`config.mk`:
```
export PLATFORM = sky130hd
export DESIGN_NAME = apb_rr_arbiter_flat
export DESIGN_NICKNAME = d
export VERILOG_FILES = /design/src/rtl/apb_rr_arbiter_if.sv /design/src/rtl/apb_rr_arbiter.sv /design/src/flat_wrapper.sv
export SDC_FILE = /design/constraint.sdc
export NUM_CORES = 1
export LEC_CHECK = 0
export ABC_AREA = 0
export CAP_MARGIN = 5
export CORE_MARGIN = 4
export CORE_UTILIZATION = 40
export DETAILED_ROUTE_END_ITERATION = 10
export HOLD_SLACK_MARGIN = 0.05
export PLACE_DENSITY = 0.78
export SKIP_CTS_REPAIR_TIMING = 1
export SYNTH_ARGS = -nofsm -noshare
export SYNTH_HDL_FRONTEND = slang
export SYNTH_SLANG_ARGS = --single-unit
```
`constraint.sdc`:
```
create_clock -name clk -period 2 [get_ports clk]
set_clock_uncertainty 0.15 [all_clocks]
set_input_delay 0.4 -clock clk [delete_from_list [all_inputs] [get_ports clk]]
set_output_delay 0.4 -clock clk [all_outputs]
set_load 0.005 [all_outputs]
```
`src/rtl/apb_rr_arbiter_if.sv`:
```
// Bundle of signals between two requesters, the arbiter and one APB slave.
//   req/wr/addr/wdata : per-requester request, direction and packed address/write data
//   ack/err/rdata     : per-requester completion/timeout pulses, shared read data
//   psel/penable/pwrite/paddr/pwdata : APB request side, driven by the arbiter
//   prdata/pready     : APB slave response
// modport master : the arbiter (APB master, serves the requesters)
// modport slave  : the environment (requesters plus the APB slave)
interface apb_rr_arbiter_if #(
    parameter int unsigned ADDR_W = 8,
    parameter int unsigned DATA_W = 8
);
    logic [1:0]          req;
    logic [1:0]          wr;
    logic [2*ADDR_W-1:0] addr;
    logic [2*DATA_W-1:0] wdata;
    logic [1:0]          ack;
    logic [1:0]          err;
    logic [DATA_W-1:0]   rdata;
    logic                psel;
    logic                penable;
    logic                pwrite;
    logic [ADDR_W-1:0]   paddr;
    logic [DATA_W-1:0]   pwdata;
    logic [DATA_W-1:0]   prdata;
    logic                pready;

    modport master (
        input  req, wr, addr, wdata, prdata, pready,
        output ack, err, rdata, psel, penable, pwrite, paddr, pwdata
    );

    modport slave (
        output req, wr, addr, wdata, prdata, pready,
        input  ack, err, rdata, psel, penable, pwrite, paddr, pwdata
    );
endinterface

```
`src/rtl/apb_rr_arbiter.sv`:
```
// Two-requester round-robin arbiter in front of a single APB master port.
// A granted transfer runs IDLE -> SETUP -> ACCESS and ends on pready (ack pulse)
// or after TIMEOUT consecutive wait edges (err pulse). All outputs are registered.
// Ports:
//   clk   : clock, rising edge
//   reset : asynchronous active-low reset
//   bus   : apb_rr_arbiter_if.master (requester side and APB side)
module apb_rr_arbiter #(
    parameter int unsigned ADDR_W  = 8,
    parameter int unsigned DATA_W  = 8,
    parameter int unsigned TIMEOUT = 16
) (
    input logic             clk,
    input logic             reset,
    apb_rr_arbiter_if.master bus
);

    typedef enum logic [1:0] {StIdle, StSetup, StAccess} state_e;

    // Last wait edge before giving up; counter holds the number of wait edges seen so far.
    localparam logic [7:0] CntLast = 8'(TIMEOUT - 1);

    state_e            state_q;
    logic              last_q;
    logic              gnt_q;
    logic [7:0]        cnt_q;
    logic              psel_q;
    logic              penable_q;
    logic              pwrite_q;
    logic [ADDR_W-1:0] paddr_q;
    logic [DATA_W-1:0] pwdata_q;
    logic [1:0]        ack_q;
    logic [1:0]        err_q;
    logic [DATA_W-1:0] rdata_q;

    logic winner;

    // Single request wins outright; on a tie the requester not granted last wins.
    always_comb begin
        winner = (bus.req == 2'b11) ? ~last_q : bus.req[1];
    end

    always_ff @(posedge clk or negedge reset) begin
        if (!reset) begin
            state_q   <= StIdle;
            last_q    <= 1'b1;
            gnt_q     <= 1'b0;
            cnt_q     <= '0;
            psel_q    <= 1'b0;
            penable_q <= 1'b0;
            pwrite_q  <= 1'b0;
            paddr_q   <= '0;
            pwdata_q  <= '0;
            ack_q     <= '0;
            err_q     <= '0;
            rdata_q   <= '0;
        end else begin
            // Completion pulses last exactly one cycle.
            ack_q <= '0;
            err_q <= '0;
            case (state_q)
                StIdle: begin
                    psel_q    <= 1'b0;
                    penable_q <= 1'b0;
                    if (|bus.req) begin
                        gnt_q    <= winner;
                        last_q   <= winner;
                        pwrite_q <= bus.wr[winner];
                        paddr_q  <= winner ? bus.addr[2*ADDR_W-1:ADDR_W]
                                           : bus.addr[ADDR_W-1:0];
                        pwdata_q <= winner ? bus.wdata[2*DATA_W-1:DATA_W]
                                           : bus.wdata[DATA_W-1:0];
                        psel_q   <= 1'b1;
                        state_q  <= StSetup;
                    end
                end
                StSetup: begin
                    penable_q <= 1'b1;
                    cnt_q     <= '0;
                    state_q   <= StAccess;
                end
                StAccess: begin
                    if (bus.pready) begin
                        psel_q       <= 1'b0;
                        penable_q    <= 1'b0;
                        ack_q[gnt_q] <= 1'b1;
                        if (!pwrite_q) begin
                            rdata_q <= bus.prdata;
                        end
                        state_q <= StIdle;
                    end else if (cnt_q == CntLast) begin
                        psel_q       <= 1'b0;
                        penable_q    <= 1'b0;
                        err_q[gnt_q] <= 1'b1;
                        state_q      <= StIdle;
                    end else begin
                        cnt_q <= cnt_q + 8'd1;
                    end
                end
                default: begin
                    psel_q    <= 1'b0;
                    penable_q <= 1'b0;
                    state_q   <= StIdle;
                end
            endcase
        end
    end

    assign bus.psel    = psel_q;
    assign bus.penable = penable_q;
    assign bus.pwrite  = pwrite_q;
    assign bus.paddr   = paddr_q;
    assign bus.pwdata  = pwdata_q;
    assign bus.ack     = ack_q;
    assign bus.err     = err_q;
    assign bus.rdata   = rdata_q;

endmodule

```
`src/flat_wrapper.sv`:
```
// flat-port wrapper written by rule: the top's interface ports become plain ports
module apb_rr_arbiter_flat 
#(
    parameter int unsigned ADDR_W  = 8,
    parameter int unsigned DATA_W  = 8,
    parameter int unsigned TIMEOUT = 16
)
  (clk, reset, bus_req, bus_wr, bus_addr, bus_wdata, bus_prdata, bus_pready, bus_ack, bus_err, bus_rdata, bus_psel, bus_penable, bus_pwrite, bus_paddr, bus_pwdata);
  apb_rr_arbiter_if #(.ADDR_W(ADDR_W), .DATA_W(DATA_W)) bus_i ();
  input logic clk;
  input logic reset;
  input wire logic [$bits(bus_i.req)-1:0] bus_req;
  input wire logic [$bits(bus_i.wr)-1:0] bus_wr;
  input wire logic [$bits(bus_i.addr)-1:0] bus_addr;
  input wire logic [$bits(bus_i.wdata)-1:0] bus_wdata;
  input wire logic [$bits(bus_i.prdata)-1:0] bus_prdata;
  input wire logic [$bits(bus_i.pready)-1:0] bus_pready;
  output wire logic [$bits(bus_i.ack)-1:0] bus_ack;
  output wire logic [$bits(bus_i.err)-1:0] bus_err;
  output wire logic [$bits(bus_i.rdata)-1:0] bus_rdata;
  output wire logic [$bits(bus_i.psel)-1:0] bus_psel;
  output wire logic [$bits(bus_i.penable)-1:0] bus_penable;
  output wire logic [$bits(bus_i.pwrite)-1:0] bus_pwrite;
  output wire logic [$bits(bus_i.paddr)-1:0] bus_paddr;
  output wire logic [$bits(bus_i.pwdata)-1:0] bus_pwdata;
  assign bus_i.req = bus_req;
  assign bus_i.wr = bus_wr;
  assign bus_i.addr = bus_addr;
  assign bus_i.wdata = bus_wdata;
  assign bus_i.prdata = bus_prdata;
  assign bus_i.pready = bus_pready;
  assign bus_ack = bus_i.ack;
  assign bus_err = bus_i.err;
  assign bus_rdata = bus_i.rdata;
  assign bus_psel = bus_i.psel;
  assign bus_penable = bus_i.penable;
  assign bus_pwrite = bus_i.pwrite;
  assign bus_paddr = bus_i.paddr;
  assign bus_pwdata = bus_i.pwdata;
  apb_rr_arbiter #(.ADDR_W(ADDR_W), .DATA_W(DATA_W), .TIMEOUT(TIMEOUT)) u_core (.clk(clk), .reset(reset), .bus(bus_i));
endmodule
```
==> report_table.html <==
<table>
<tr><th>Metric</th><th>Value</th></tr>
<tr><th colspan="2">Final layout</th></tr>
<tr><td>Diodes inserted</td><td>0</td></tr>
<tr><td>Number of fill cells in the layout</td><td>412</td></tr>
<tr><td>Share of layout cells above drive strength 1</td><td>25.5%</td></tr>
<tr><td>Final net count</td><td>282</td></tr>
<tr><td>Count of non-filler cells in the finished layout</td><td>302</td></tr>
<tr><td>Area growth from synthesis to layout</td><td>50.8%</td></tr>
<tr><th colspan="2">Synthesis</th></tr>
<tr><td>Synth cell count leaders</td><td>dfrtp_1 (42), mux2_2 (27), mux2_4 (8)</td></tr>
<tr><td>Total nets after synthesis</td><td>194</td></tr>
<tr><td>Synth area leader</td><td>dfrtp_1</td></tr>
<tr><td>Synth Flop Type</td><td>dfrtp_1</td></tr>
<tr><td>Avg Synthesized Cell Area</td><td>approximately 14 um2</td></tr>
<tr><td>Most frequent cell after synthesis</td><td>dfrtp_1</td></tr>
<tr><td>Register bit total from synthesis</td><td>43</td></tr>
<tr><td>Share of synthesized registers carrying an async set or reset</td><td>100%</td></tr>
<tr><td>Area of the mapped netlist</td><td>2020 um2</td></tr>
<tr><td>Number of synthesized flops with an enable pin</td><td>0</td></tr>
<tr><td>Seq/Total Area, Yosys</td><td>53.4%</td></tr>
<tr><td>Ys Warns</td><td>0</td></tr>
<tr><td>Top cells by area, synth</td><td>dfrtp_1 (52%), mux2_2 (15%), mux2_4 (6.0%), mux2_1 (2.8%), mux2i_1 (2.0%)</td></tr>
<tr><td>Cell count after synthesis</td><td>146</td></tr>
<tr><td>Yosys top cell area share</td><td>52.1%</td></tr>
<tr><td>Unique cell type count in the Yosys netlist</td><td>40</td></tr>
<tr><th colspan="2">Placed design</th></tr>
<tr><td>Port buffer count</td><td>77</td></tr>
<tr><td>Number of cells in the design after placement</td><td>roughly 290</td></tr>
<tr><td>Routability cong.</td><td>around 0.74</td></tr>
<tr><th colspan="2">Critical path</th></tr>
<tr><td>Type of element launching the critical path</td><td>primary input</td></tr>
<tr><td>CP Data Arrival Time</td><td>1.88 ns</td></tr>
<tr><td>Critical path required time</td><td>2.03 ns</td></tr>
<tr><td>Path type of the worst setup path</td><td>primary input to register</td></tr>
<tr><td>Nature of the critical path endpoint</td><td>register</td></tr>
<tr><td>Largest fanout on the critical path</td><td>13</td></tr>
<tr><th colspan="2">Global routing</th></tr>
<tr><td>Vias in the first global route</td><td>1565</td></tr>
<tr><td>Number of antenna violations at the first check in global routing</td><td>0</td></tr>
<tr><td>Tot GR Track Use</td><td>15.1%</td></tr>
<tr><td>Global-route wire length before repair</td><td>7.37 mm</td></tr>
<tr><td>Largest net degree at the start of global routing</td><td>24</td></tr>
<tr><td>Global route overflow</td><td>0</td></tr>
<tr><th colspan="2">Route</th></tr>
<tr><td>Total iterations of the first detailed-routing run</td><td>4</td></tr>
<tr><td>Number of remaining DRC errors</td><td>0</td></tr>
<tr><td>Final ANT Viol Nets</td><td>0</td></tr>
<tr><td>Post-detailed-route via-to-cell ratio</td><td>4.88</td></tr>
<tr><td>Iter 0 DRT Violations</td><td>57</td></tr>
<tr><td>Routed wire length per instance</td><td>13.9 um</td></tr>
<tr><td>DRT Wirelength</td><td>4.20 mm</td></tr>
<tr><td>Count of vias placed by the detailed router</td><td>1475</td></tr>
<tr><th colspan="2">CTS</th></tr>
<tr><td>TritonCTS clock tree</td><td>done</td></tr>
<tr><td>Number of buffers on the longest clock path</td><td>2</td></tr>
<tr><td>Number of buffers created by CTS</td><td>5</td></tr>
<tr><td>Clk pin slew, worst setup/hold paths</td><td>0.08 ns</td></tr>
<tr><td>Clock net sink count</td><td>between 40 and 50</td></tr>
<tr><td>CTS root buf</td><td>clkbuf_8</td></tr>
<tr><td>H-tree lvl count</td><td>2</td></tr>
<tr><td>Clock network latency to the later pin of the worst-skew pair</td><td>a little under 0.3 ns</td></tr>
<tr><th colspan="2">Floorplanning</th></tr>
<tr><td>Site Rows</td><td>25</td></tr>
<tr><td>Core Box Area</td><td>just under 5000 um2</td></tr>
<tr><td>Initial Util</td><td>41.8%</td></tr>
<tr><td>Die Y-Extent</td><td>79.0 um</td></tr>
<tr><td>Die area</td><td>between 6000 and 7000 um2</td></tr>
<tr><td>Die width</td><td>79.0 um</td></tr>
<tr><td>Count of boundary I/O pins</td><td>78</td></tr>
<tr><th colspan="2">Flow run</th></tr>
<tr><td>Max-Cap Viols</td><td>0</td></tr>
<tr><th colspan="2">Power</th></tr>
<tr><td>Proportion of power drawn by combinational gates</td><td>between 40% and 50%</td></tr>
<tr><td>PD cells</td><td>approximately 1200 nW/um2</td></tr>
<tr><td>Total power after layout</td><td>around 3.7 mW</td></tr>
<tr><td>Clock share of power</td><td>18.9%</td></tr>
<tr><td>Worst ir drop on vdd</td><td>0.641 mV</td></tr>
<tr><td>Lkg Pwr</td><td>1.30 nW</td></tr>
<tr><td>Internal power of the cells</td><td>2.63 mW</td></tr>
<tr><td>Net switching power</td><td>roughly 1.0 mW</td></tr>
<tr><td>Sequential fraction of design power</td><td>39.7%</td></tr>
<tr><td>Switch share</td><td>28.2%</td></tr>
<tr><th colspan="2">Worst hold path</th></tr>
<tr><td>Worst min-delay path class</td><td>register to register</td></tr>
<tr><th colspan="2">Timing</th></tr>
<tr><td>Final setup violation count</td><td>0</td></tr>
<tr><td>Hold Worst Slack</td><td>0.339 ns</td></tr>
<tr><td>Worst slew margin relative to its limit</td><td>67.9%</td></tr>
<tr><td>Worst-Margin Slew</td><td>0.482 ns</td></tr>
<tr><td>Share of the cycle needed by the critical path after routing</td><td>92.6%</td></tr>
<tr><td>Maximum frequency from static timing analysis</td><td>between 500 and 600 MHz</td></tr>
<tr><td>Final hold viol count</td><td>0</td></tr>
<tr><td>Slew Limit Fails</td><td>0</td></tr>
<tr><td>Unrepaired setup endpoints after global routing</td><td>false</td></tr>
<tr><td>Final-layout setup total negative slack</td><td>0 ns</td></tr>
<tr><td>Min cycle time layout</td><td>1.85 ns</td></tr>
<tr><th colspan="2">Run status</th></tr>
<tr><td>Status</td><td>completed</td></tr>
</table>
[worst max-delay path, cell delays in order]
cell and delay (ns):
clkdlybuf4s50_1 0.50, a21boi_4 0.22, buf_12 0.17, mux2_2 0.34
mux2_2 0.25
[power groups by stage]
stage | registers, mW | logic (mW) | clock network, mW
after floorplan | 1.47 | 0.712 | 0
after detailed placement | 1.47 | 1.54 | 0
final | 1.45 | 1.52 | 0.691
after global placement | 1.46 | 1.51 | 0
after global routing | 1.51 | 1.66 | 0.752
after CTS | 1.46 | 1.55 | 0.720
[cells in the final DEF, fill, tap and decap left out, drive strengths merged, types with 3 or more instances in the layout]
cell           instances
a21oi                  4
a31oi                  3
buf                    8
clkbuf                 6
clkdlybuf4s50         76
dfrtp                 42
inv                    5
mux2                  40
mux2i                  4
nand2                  8
nor2                   7
[final timing paths]
kind	start	to	slack, ns	cells past startpoint
min in group asynchronous	reset	u_core.bus.err[0]$_DFF_PN0_	0.46	2
worst min register to register	u_core.gnt_q$_DFFE_PN0P_	u_core.bus.err[0]$_DFF_PN0_	0.34	1
worst max register to register	u_core.cnt_q[0]$_DFFE_PN0P_	u_core.cnt_q[0]$_DFFE_PN0P_	0.33	4
worst max-delay path	bus_req[1]	u_core.bus.paddr[3]$_DFFE_PN0P_	0.15	5
worst min-delay path	u_core.gnt_q$_DFFE_PN0P_	u_core.bus.err[0]$_DFF_PN0_	0.34	1
max in group asynchronous	reset	u_core.last_q$_DFFE_PN1P_	0.68	3
[cells by family (layout without fill, tap and decap cells)]
kind of cell	Yosys count	in the layout	synth area share, %
simple gates	28	28	9.68
buf+inv	9	98	2.48
mux	44	44	25.8
fa+ha+maj	1	1	0.621
flops	43	43	53.4
compound gates	21	21	7.95
[stage by stage]
step,setup slack [ns],area [um2],util [%]
2_1_floorplan,0.307,2020,-
3_3_place_gp,-0.126,2910,60.4
3_5_place_dp,-0.166,2910,60.4
4_1_cts,0.152,3030,62.9
5_1_grt,0.0906,3040,63.1
6_report,0.148,3040,63.1
[area by class of cell]
type | instances | area [um2] | area share, %
inverter | 5 | 18.8 | 0.618
tap | 67 | 83.8 | 2.76
timing repair buffer | 85 | 853 | 28.1
multi-input combinational | 94 | 888 | 29.2
clock buffer | 6 | 82.6 | 2.72
sequential | 43 | 1080 | 35.4
clock inverter | 2 | 35.0 | 1.15
[sequential cells by signal (all words and copies together), names as in the netlist, 2 cells and up]
signal / cells
u_core.bus.err: 2
u_core.cnt_q: 8
u_core.bus.ack: 2
u_core.bus.rdata: 8
u_core.state_q: 2
u_core.bus.paddr: 8
u_core.bus.pwdata: 8
[per-layer routing]
| layer | wire, um | global-route usage, % | vias up |
|---|---|---|---|
| met2 | 2070 | 24.7 | 56 |
| li1 | - | - | 714 |
| met4 | 34 | 4.12 | 0 |
| met1 | 1690 | 17.6 | 701 |
| met3 | 410 | 7.26 | 4 |
| met5 | 0 | 0 | - |
Power figures use the tool's default switching activity.
